## src/rtl/mot_sched_pkg.sv

```systemverilog
// Shared types and constants for the Rojobot motion command scheduler.
package mot_sched_pkg;

  typedef enum logic {
    IDLE = 1'b0,
    RUN  = 1'b1
  } state_e;

  // MotCtl byte layout
  localparam int LM_SPD_HI = 7;
  localparam int LM_SPD_LO = 5;
  localparam int LM_DIR    = 4;
  localparam int RM_SPD_HI = 3;
  localparam int RM_SPD_LO = 1;
  localparam int RM_DIR    = 0;

  localparam logic [7:0] MOT_STOP = 8'h00;

  localparam int PROX_L_BIT = 4;
  localparam int PROX_R_BIT = 3;

endpackage

```

## src/rtl/sched_cmd_fifo.sv

```systemverilog
// Power-of-2 synchronous FIFO with flush; a push while full is rejected even
// when a pop happens on the same edge.
module sched_cmd_fifo #(
  parameter  int DEPTH = 8,
  parameter  int W     = 16,
  localparam int AW    = $clog2(DEPTH),
  localparam int CW    = AW + 1
) (
  input  logic          clk_i,
  input  logic          rst_ni,
  input  logic          flush_i,
  input  logic          push_i,
  input  logic          pop_i,
  input  logic [W-1:0]  wdata_i,
  output logic [W-1:0]  rdata_o,
  output logic          full_o,
  output logic          empty_o,
  output logic [CW-1:0] count_o
);

  logic [W-1:0]  mem_q [DEPTH];
  logic [AW-1:0] wptr_q, rptr_q;
  logic [CW-1:0] cnt_q;
  logic          do_push, do_pop;

  assign full_o  = (cnt_q == CW'(DEPTH));
  assign empty_o = (cnt_q == '0);
  assign count_o = cnt_q;
  assign rdata_o = mem_q[rptr_q];
  assign do_push = push_i & ~full_o & ~flush_i;
  assign do_pop  = pop_i & ~empty_o & ~flush_i;

  always_ff @(posedge clk_i) begin
    if (!rst_ni || flush_i) begin
      wptr_q <= '0;
      rptr_q <= '0;
      cnt_q  <= '0;
    end else begin
      if (do_push) wptr_q <= wptr_q + 1'b1;
      if (do_pop)  rptr_q <= rptr_q + 1'b1;
      cnt_q <= cnt_q + CW'(do_push) - CW'(do_pop);
    end
  end

  always_ff @(posedge clk_i) begin
    if (do_push) mem_q[wptr_q] <= wdata_i;
  end

endmodule

```

## src/rtl/mot_cmd_sched.sv

```systemverilog
// Rojobot motion command scheduler: queues {MotCtl, duration} commands and
// paces them from BOTSIM update toggles. Optional feature macro: PROX_STOP_EN.
module mot_cmd_sched
  import mot_sched_pkg::*;
#(
  parameter int DEPTH = 8,
  parameter int DUR_W = 8
) (
  input  logic                   clk,
  input  logic                   reset,
  input  logic                   cmd_wr,
  input  logic [7:0]             cmd_mot,
  input  logic [DUR_W-1:0]       cmd_dur,
  output logic                   cmd_full,
  output logic [$clog2(DEPTH):0] cmd_count,
  input  logic                   abort,
  input  logic                   upd_sysregs,
  input  logic [7:0]             Sensors,
  output logic [7:0]             MotCtl,
  output logic                   busy,
  output logic                   cmd_done,
  output logic                   overflow
`ifdef PROX_STOP_EN
  ,
  output logic                   prox_stop
`endif
);

  state_e           state_q, state_d;
  logic [7:0]       mot_q, mot_d;
  logic [DUR_W-1:0] remain_q, remain_d;
  logic             done_q, done_d;
  logic             ovf_q, ovf_d;
  logic             upd_prev_q;
  logic             tick, kill, prox_hit, pop, empty;
  logic [7+DUR_W:0] head;
  logic [7:0]       head_mot;
  logic [DUR_W-1:0] head_dur;

  assign tick     = upd_sysregs ^ upd_prev_q;
  assign head_mot = head[7+DUR_W:DUR_W];
  // Zero duration runs for a single tick
  assign head_dur = (head[DUR_W-1:0] == '0) ? DUR_W'(1) : head[DUR_W-1:0];

`ifdef PROX_STOP_EN
  logic prox_q;
  assign prox_hit  = (state_q == RUN) && (Sensors[PROX_L_BIT] | Sensors[PROX_R_BIT])
                     && mot_q[LM_DIR] && mot_q[RM_DIR];
  assign prox_stop = prox_q;
  always_ff @(posedge clk) begin
    if (!reset || abort) prox_q <= 1'b0;
    else if (prox_hit)   prox_q <= 1'b1;
  end
`else
  logic unused_sensors;
  assign unused_sensors = ^Sensors;
  assign prox_hit       = 1'b0;
`endif

  assign kill = abort | prox_hit;

  sched_cmd_fifo #(.DEPTH(DEPTH), .W(8 + DUR_W)) u_fifo (
    .clk_i   (clk),
    .rst_ni  (reset),
    .flush_i (kill),
    .push_i  (cmd_wr),
    .pop_i   (pop),
    .wdata_i ({cmd_mot, cmd_dur}),
    .rdata_o (head),
    .full_o  (cmd_full),
    .empty_o (empty),
    .count_o (cmd_count)
  );

  always_comb begin
    state_d  = state_q;
    mot_d    = mot_q;
    remain_d = remain_q;
    done_d   = 1'b0;
    pop      = 1'b0;
    ovf_d    = ovf_q | (cmd_wr & cmd_full);
    if (kill) begin
      state_d = IDLE;
      mot_d   = MOT_STOP;
      ovf_d   = 1'b0;
    end else begin
      case (state_q)
        IDLE: if (!empty) begin
          pop      = 1'b1;
          mot_d    = head_mot;
          remain_d = head_dur;
          state_d  = RUN;
        end
        RUN: if (tick) begin
          if (remain_q > DUR_W'(1)) begin
            remain_d = remain_q - DUR_W'(1);
          end else begin
            done_d = 1'b1;
            // Back-to-back load: no stop cycle between commands
            if (!empty) begin
              pop      = 1'b1;
              mot_d    = head_mot;
              remain_d = head_dur;
            end else begin
              mot_d   = MOT_STOP;
              state_d = IDLE;
            end
          end
        end
        default: state_d = IDLE;
      endcase
    end
  end

  always_ff @(posedge clk) begin
    if (!reset) begin
      state_q  <= IDLE;
      mot_q    <= MOT_STOP;
      remain_q <= '0;
      done_q   <= 1'b0;
      ovf_q    <= 1'b0;
    end else begin
      state_q  <= state_d;
      mot_q    <= mot_d;
      remain_q <= remain_d;
      done_q   <= done_d;
      ovf_q    <= ovf_d;
    end
  end

  // Tracking upd_sysregs through reset leaves no stale toggle on release
  always_ff @(posedge clk) upd_prev_q <= upd_sysregs;

  assign MotCtl   = mot_q;
  assign busy     = (state_q == RUN);
  assign cmd_done = done_q;
  assign overflow = ovf_q;

endmodule

```

## config.mk

```make
export PLATFORM = sky130hd
export DESIGN_NAME = mot_cmd_sched
export DESIGN_NICKNAME = d
export VERILOG_FILES = /design/src/rtl/mot_sched_pkg.sv /design/src/rtl/sched_cmd_fifo.sv /design/src/rtl/mot_cmd_sched.sv
export SDC_FILE = /design/constraint.sdc
export NUM_CORES = 1
export LEC_CHECK = 0
export BUFFER_PORTS_ARGS = -buffer_cell sky130_fd_sc_hd__buf_2
export CORE_ASPECT_RATIO = 0.75
export CORE_MARGIN = 3
export CORE_UTILIZATION = 52
export CTS_CLUSTER_SIZE = 8
export DETAILED_ROUTE_END_ITERATION = 10
export GPL_TIMING_DRIVEN = 0
export PLACE_DENSITY = 0.8
export SLEW_MARGIN = 40
export SYNTH_ARGS = -nofsm -noshare
export SYNTH_HDL_FRONTEND = slang
export SYNTH_SLANG_ARGS = --single-unit
export TNS_END_PERCENT = 50
```

## constraint.sdc

```tcl
create_clock -name clk -period 2.95 [get_ports clk]
set_clock_uncertainty 0.1 [all_clocks]
set_input_delay 0.295 -clock clk [delete_from_list [all_inputs] [get_ports clk]]
set_output_delay 0.295 -clock clk [all_outputs]
set_load 0.01 [all_outputs]
```

## After elaboration in Yosys (flattened, before gate mapping)

Memory sizes are Yosys's and may differ from the RTL's. A register that Yosys moved wholly into a read port is not among the register bits.
Index checks and enable logic that the tools add are counted.

- Bits in registers: 30
- Latch bits: 0
- RAM bits: 128
- ROM bits: 0
- Word-level logic and storage cells: 64
- Memories: 1

Memory list:

| memory | depth | bits a word | rd ports | clocked after Yosys merged registers in | write ports | line | RTL |
|---|---|---|---|---|---|---|---|
| u_fifo.mem_q | 8 | 16 | 1 | 1 | 1 | sched_cmd_fifo.sv:21 | `logic [W-1:0] mem_q [DEPTH];` |

- Add/sub/neg operators: 5
- Multipliers: 0
- Divide/modulo/power cells: 0
- Magnitude comparators: 1
- Equal/unequal tests: 4
- Shift-type cells: 0
- Multiplexer cells: 23
- Bitwise gates (word level): 13
- Reduce and logical (&&, ||, !) cells: 8

Operators with widths:

| kind | number |
|---|---|
| 2-to-1 mux 8 bit | 8 |
| case mux 8 bit (2 select lines) | 2 |
| 2-to-1 mux 1 bit | 9 |
| greater-than comparator 8 x 1 -> 1 bit, second input constant | 1 |
| logical NOT 8 bit | 1 |
| subtractor 8 x 1 -> 8 bit, second input constant | 1 |
| adder 3 x 1 -> 3 bit, second input constant | 2 |
| 2-to-1 mux 3 bit | 2 |
| NOT 1 bit | 6 |
| AND 1 bit | 5 |
| adder 4 x 1 -> 4 bit | 1 |
| equality test 4 bit, second input constant | 1 |
| logical NOT 4 bit | 1 |
| inequality test 2 bit, second input constant | 2 |
| case mux 1 bit (2 select lines) | 2 |
| OR reduction 4 bit | 1 |
| subtractor 4 x 1 -> 4 bit | 1 |
| AND reduction 3 bit | 1 |
| inequality test 2 x 1 -> 1 bit, second input constant | 1 |
| AND reduction 2 bit | 1 |
| OR reduction 2 bit | 1 |
| logical NOT 1 bit | 1 |
| logical OR 1 bit | 1 |
| OR 1 bit | 1 |
| XOR 1 bit | 1 |

## Longest topological paths before layout

- Depth after elaboration: 10
- Depth in mapped cells: 12
- Depth with buffers taken out: 12

## Hierarchy

Synthesis repeated with hierarchy kept, for this count alone.

- Cell total of the unflattened synthesis: 397
- Area total of the unflattened synthesis: 6776.5 µm²

By module, submodules not included:

| module | instances | cells each | area an instance (µm²) | sequential area each (µm²) |
|---|---|---|---|---|
| sched_cmd_fifo | 1 | 269 | 5621.6 | 4103.9 |
| mot_cmd_sched | 1 | 128 | 1154.9 | 400.4 |

## Worst setup path after synthesis

No wires, ideal clock.

- Kind: register to register
- From: register u_fifo.cnt_q[2] (netlist: u_fifo.count_o[2])
- To: memory u_fifo.mem_q[1][0], enable pin
- Setup time: 0.409 ns
- Data arrival time: 2.474 ns
- Required time: 2.441 ns
- Slack: -0.033 ns
- Cell stages (with the launch flop): 7
- Path buffers: 0
- Path through: dfxtp_1 -> inv_1 -> ha_1 -> nor3b_1 -> nor3b_1 -> nand2_1 -> nor3_1

- Word-level cells in the longest chain between the ends: 6

Ends and longest elaborated chain:

| item | line | RTL |
|---|---|---|
| start, declared | sched_cmd_fifo.sv:23 | `logic [CW-1:0] cnt_q;` |
| start signal, assigned | sched_cmd_fifo.sv:41 | `cnt_q <= cnt_q + CW'(do_push) - CW'(do_pop);` |
| equality test 4 bit | sched_cmd_fifo.sv:26 | `assign full_o = (cnt_q == CW'(DEPTH));` |
| named net cmd_full | mot_cmd_sched.sv:14 | `output logic cmd_full,` |
| NOT 1 bit | sched_cmd_fifo.sv:30 | `assign do_push = push_i & ~full_o & ~flush_i;` |
| AND 1 bit (2 in series) | sched_cmd_fifo.sv:30 |  |
| named net u_fifo.do_push | sched_cmd_fifo.sv:24 | `logic do_push, do_pop;` |
| 2-to-1 mux 1 bit | sched_cmd_fifo.sv:46 | `if (do_push) mem_q[wptr_q] <= wdata_i;` |
| 2-to-1 mux 1 bit (implied by the code) | sched_cmd_fifo.sv:46 |  |
| end, declared | sched_cmd_fifo.sv:21 |  |

The timed path passes the listed nets, and every way through them passes these cells.

## Worst setup path after layout

- From: input upd_sysregs
- To: register u_fifo.cnt_q[2] (netlist: u_fifo.count_o[2])

- Word-level cells in the longest chain between the ends: 7

Ends and longest elaborated chain:

| item | line | RTL |
|---|---|---|
| start, declared | mot_cmd_sched.sv:17 | `input logic upd_sysregs,` |
| XOR 1 bit | mot_cmd_sched.sv:40 | `assign tick = upd_sysregs ^ upd_prev_q;` |
| 2-to-1 mux 1 bit | mot_cmd_sched.sv:94 | `RUN: if (tick) begin` |
| case mux 1 bit (2 select lines) | mot_cmd_sched.sv:87 | `case (state_q)` |
| 2-to-1 mux 1 bit | mot_cmd_sched.sv:82 | `if (kill) begin` |
| AND 1 bit (2 in series) | sched_cmd_fifo.sv:31 | `assign do_pop = pop_i & ~empty_o & ~flush_i;` |
| subtractor 4 x 1 -> 4 bit | sched_cmd_fifo.sv:41 |  |

Every way passes these cells.
A chain may end at the register's enable or synchronous reset.

==> qor.yml <==
synth:
  syn_avg_cell_area_um2: 17.1
  synth_edf_count: 128
  async_reset_ff_frac: 0
  synth.distinct_cells: 42
  syn_nets: 416
  ys.flop_type: "edfxtp_1"
  synth_warnings: 0
  yosysSeqAreaShare: 0.699
  syn_inst: 377
  synth.cell_area_um2: 6440
  synth-seq-cells: 161
setup_path:
  critPathMaxFanout: 10
  path_cells: "dlygate4sd3_1, buf_2, xnor2_1, a21oi_2, nand3_2, nor2_4, a21o_1, ha_1, inv_1, fa_1, xor2_1, nor2_1"
  worstSetupStartpointType: "input port"
  slowest_delay_ns: 0.53
  cp.buffers_inverters: 3
  cp.arrival_ns: 2.98
  crit_path_end_kind: "flop"
  r2r_slack_ns: 0.19
  cp_slowest_cell: "dlygate4sd3_1"
  critical_path_class: "input port to flop"
  required_ns: 3.15
  crit_family: "buffers and inverters"
sta:
  timing.fmax_mhz: 360
  worst_slack_ns: 0.169
  slew_viol_final: 0
  tns_ns: 0
  finalHoldViolations: 0
  worst_slew_pin_slew_ns: 0.807
  maxSlewHeadroom: 0.462
  final.min_clock_period_ns: 2.78
  timing.final.crit_share: 0.943
  setup_viol_count_final: 0
finish:
  nets: 482
  synthToLayoutAreaGrowth_pct: 19.4
  multiInputGateArea_um2: 1910
  drive_gt1_frac: 0.285
  layout.cells.most_common_list: "128 x edfxtp_1, 42 x buf_2, 33 x dfxtp_1"
  final_common_cell: "edfxtp_1"
  num-fill-cells: 801
  fin_util: 0.650
  regArea_um2: 4500
  num_antenna_cells: 0
floorplan:
  core-area_um2: 11800
  pin_count: 45
  start_util: 0.545
  fp.dieH_um: 102
  rows: 34
  fp.dieArea_um2: 13800
  die_w_um: 135
grt:
  grt_pass1_wl_mm: 19.8
  grt_pass1_vias: 3578
  grt_max_degree: 17
  grt_antenna_before_repair: 0
  grt_overflow: 0
  track_usage: 0.200
clock_tree:
  clkTransAtPathRegs_ns: 0.06
  cts_buffer_depth: 2
  cts_num_sinks: 161
  h-tree-depth: 4
  cts_tree: "built"
  clock_latency_ns: 0.42
  cts_root_buf: "clkbuf_16"
  numCtsBuffers: 17
route:
  totalWireLength_mm: 12.7
  drt-pass1-iter-count: 5
  avgRoutedWirePerCell_um: 20.5
  vias: 3574
  drtAntennaViolNets: 0
  via_per_inst: 5.78
  drt_iter0_markers: 272
  drc: 0
run:
  drv_cap: 0
power:
  p_leak_uw: 0.00262
  cellPowerDensity_nw_per_um2: 866
  ir_drop_mv: 0.409
placement:
  place.gp.congestion: 0.813
  dp_hpwl_mm: 8.31
  pre_cts_ws_ns: -0.193
  io_buffers: 36
worst_hold_path:
  worst_hold_path_type: "input port to flop"
outcome:
  status: "finished, final reports clean"
==> sequential cells by signal (all words and copies together), names as in the netlist, named ones only <==
signal,cells
MotCtl,8
busy,1
cmd_done,1
overflow,1
remain_q,8
u_fifo.count_o,4
u_fifo.mem_q,128
u_fifo.rptr_q,3
u_fifo.wptr_q,3
upd_prev_q,1
==> final cells by class <==
class                      count  share of cell area
buffer                        14              0.0107
clock buffer                  18              0.0558
clock inverter                14              0.0234
inverter                      11             0.00537
multi-input combinational    191               0.248
sequential                   161               0.586
tap                          162              0.0264
timing repair buffer          47              0.0443
==> worst register-to-register path, cell delays in order (launching register included) <==
cell and delay [ns]:
dfxtp_1 0.39, inv_1 0.09, ha_1 0.29, o21bai_2 0.15, o31ai_4 0.28, nand3_2 0.20, nor2_4 0.19, a21o_1 0.11
ha_1 0.18, inv_1 0.06, fa_1 0.38, xor2_1 0.17, nor2_1 0.05
==> final timing paths <==
kind               start           endpoint  depth (start not counted)
max          upd_sysregs  u_fifo.count_o[2]                         12
min               cmd_wr           overflow                          3
max reg2reg  remain_q[0]  u_fifo.count_o[2]                         12
min reg2reg     overflow           overflow                          2
==> logic make-up after synthesis <==
group,count (synthesis),share of synthesized area
flip-flops,161,0.699
AND/OR/NAND/NOR,80,0.0604
multiplexers,51,0.143
AO/OA/AOI/OAI,41,0.0449
buffers and inverters,25,0.0192
adder cells (fa/ha/maj),10,0.0206
XOR/XNOR,9,0.0122
==> through the flow <==
stage          total power [uW]  std cells  hold WS, ns  instance area [um^2]
6_report                   6650        618       0.0321                  7690
5_1_grt                    6970        618       0.0342                  7690
4_1_cts                    6660        618       0.0181                  7660
3_5_place_dp               4410        584        0.325                  7030
3_3_place_gp               4330        575        0.322                  6830
2_1_floorplan              3960        377        0.223                  6440
==> what timing repair did <==
| item | in CTS | in global routing |
|---|---|---|
| endpoints found under the hold margin | 1 | 0 |
| endpoints found under the setup margin | 9 | 15 |
| pin swaps | 1 | 0 |
| buffers inserted | 1 | 0 |
| cloned | 0 | 0 |
| gates resized for setup | 2 | 5 |
| hold buffers | 1 | 0 |
==> cells in the mapped netlist, types with 6 or more instances <==
cell type  count  share of area
edfxtp_1     128           0.60
nor2_1        36          0.021
dfxtp_1       33           0.10
mux4_2        29           0.10
mux2i_1       19          0.030
a21oi_1       13          0.010
inv_1         11         0.0064
nand2_1       10         0.0058
ha_1           9          0.017
a2bb2oi_1      8          0.011
nor3_1         7         0.0054
xor2_1         7         0.0095
clkbuf_1       6         0.0035
==> where the power goes <==
| part | internal (uW) | switching (uW) | leakage, uW |
|---|---|---|---|
| combinational | 772 | 956 | 0.000900 |
| sequential | 2580 | 91.0 | 0.00142 |
| clock | 1350 | 907 | 0.000292 |
| total | 4700 | 1950 | 0.00262 |
==> routing by layer <==
metal | part of all wire | wire [um] | vias up | global-route usage
met5 | 0 | 0 | - | 0
met4 | 0.017 | 214 | 0 | 0.0704
met3 | 0.074 | 945 | 20 | 0.0531
met2 | 0.48 | 6130 | 141 | 0.319
met1 | 0.43 | 5400 | 1802 | 0.271
li1 | - | - | 1611 | -
(Power assumes the default switching activity.)
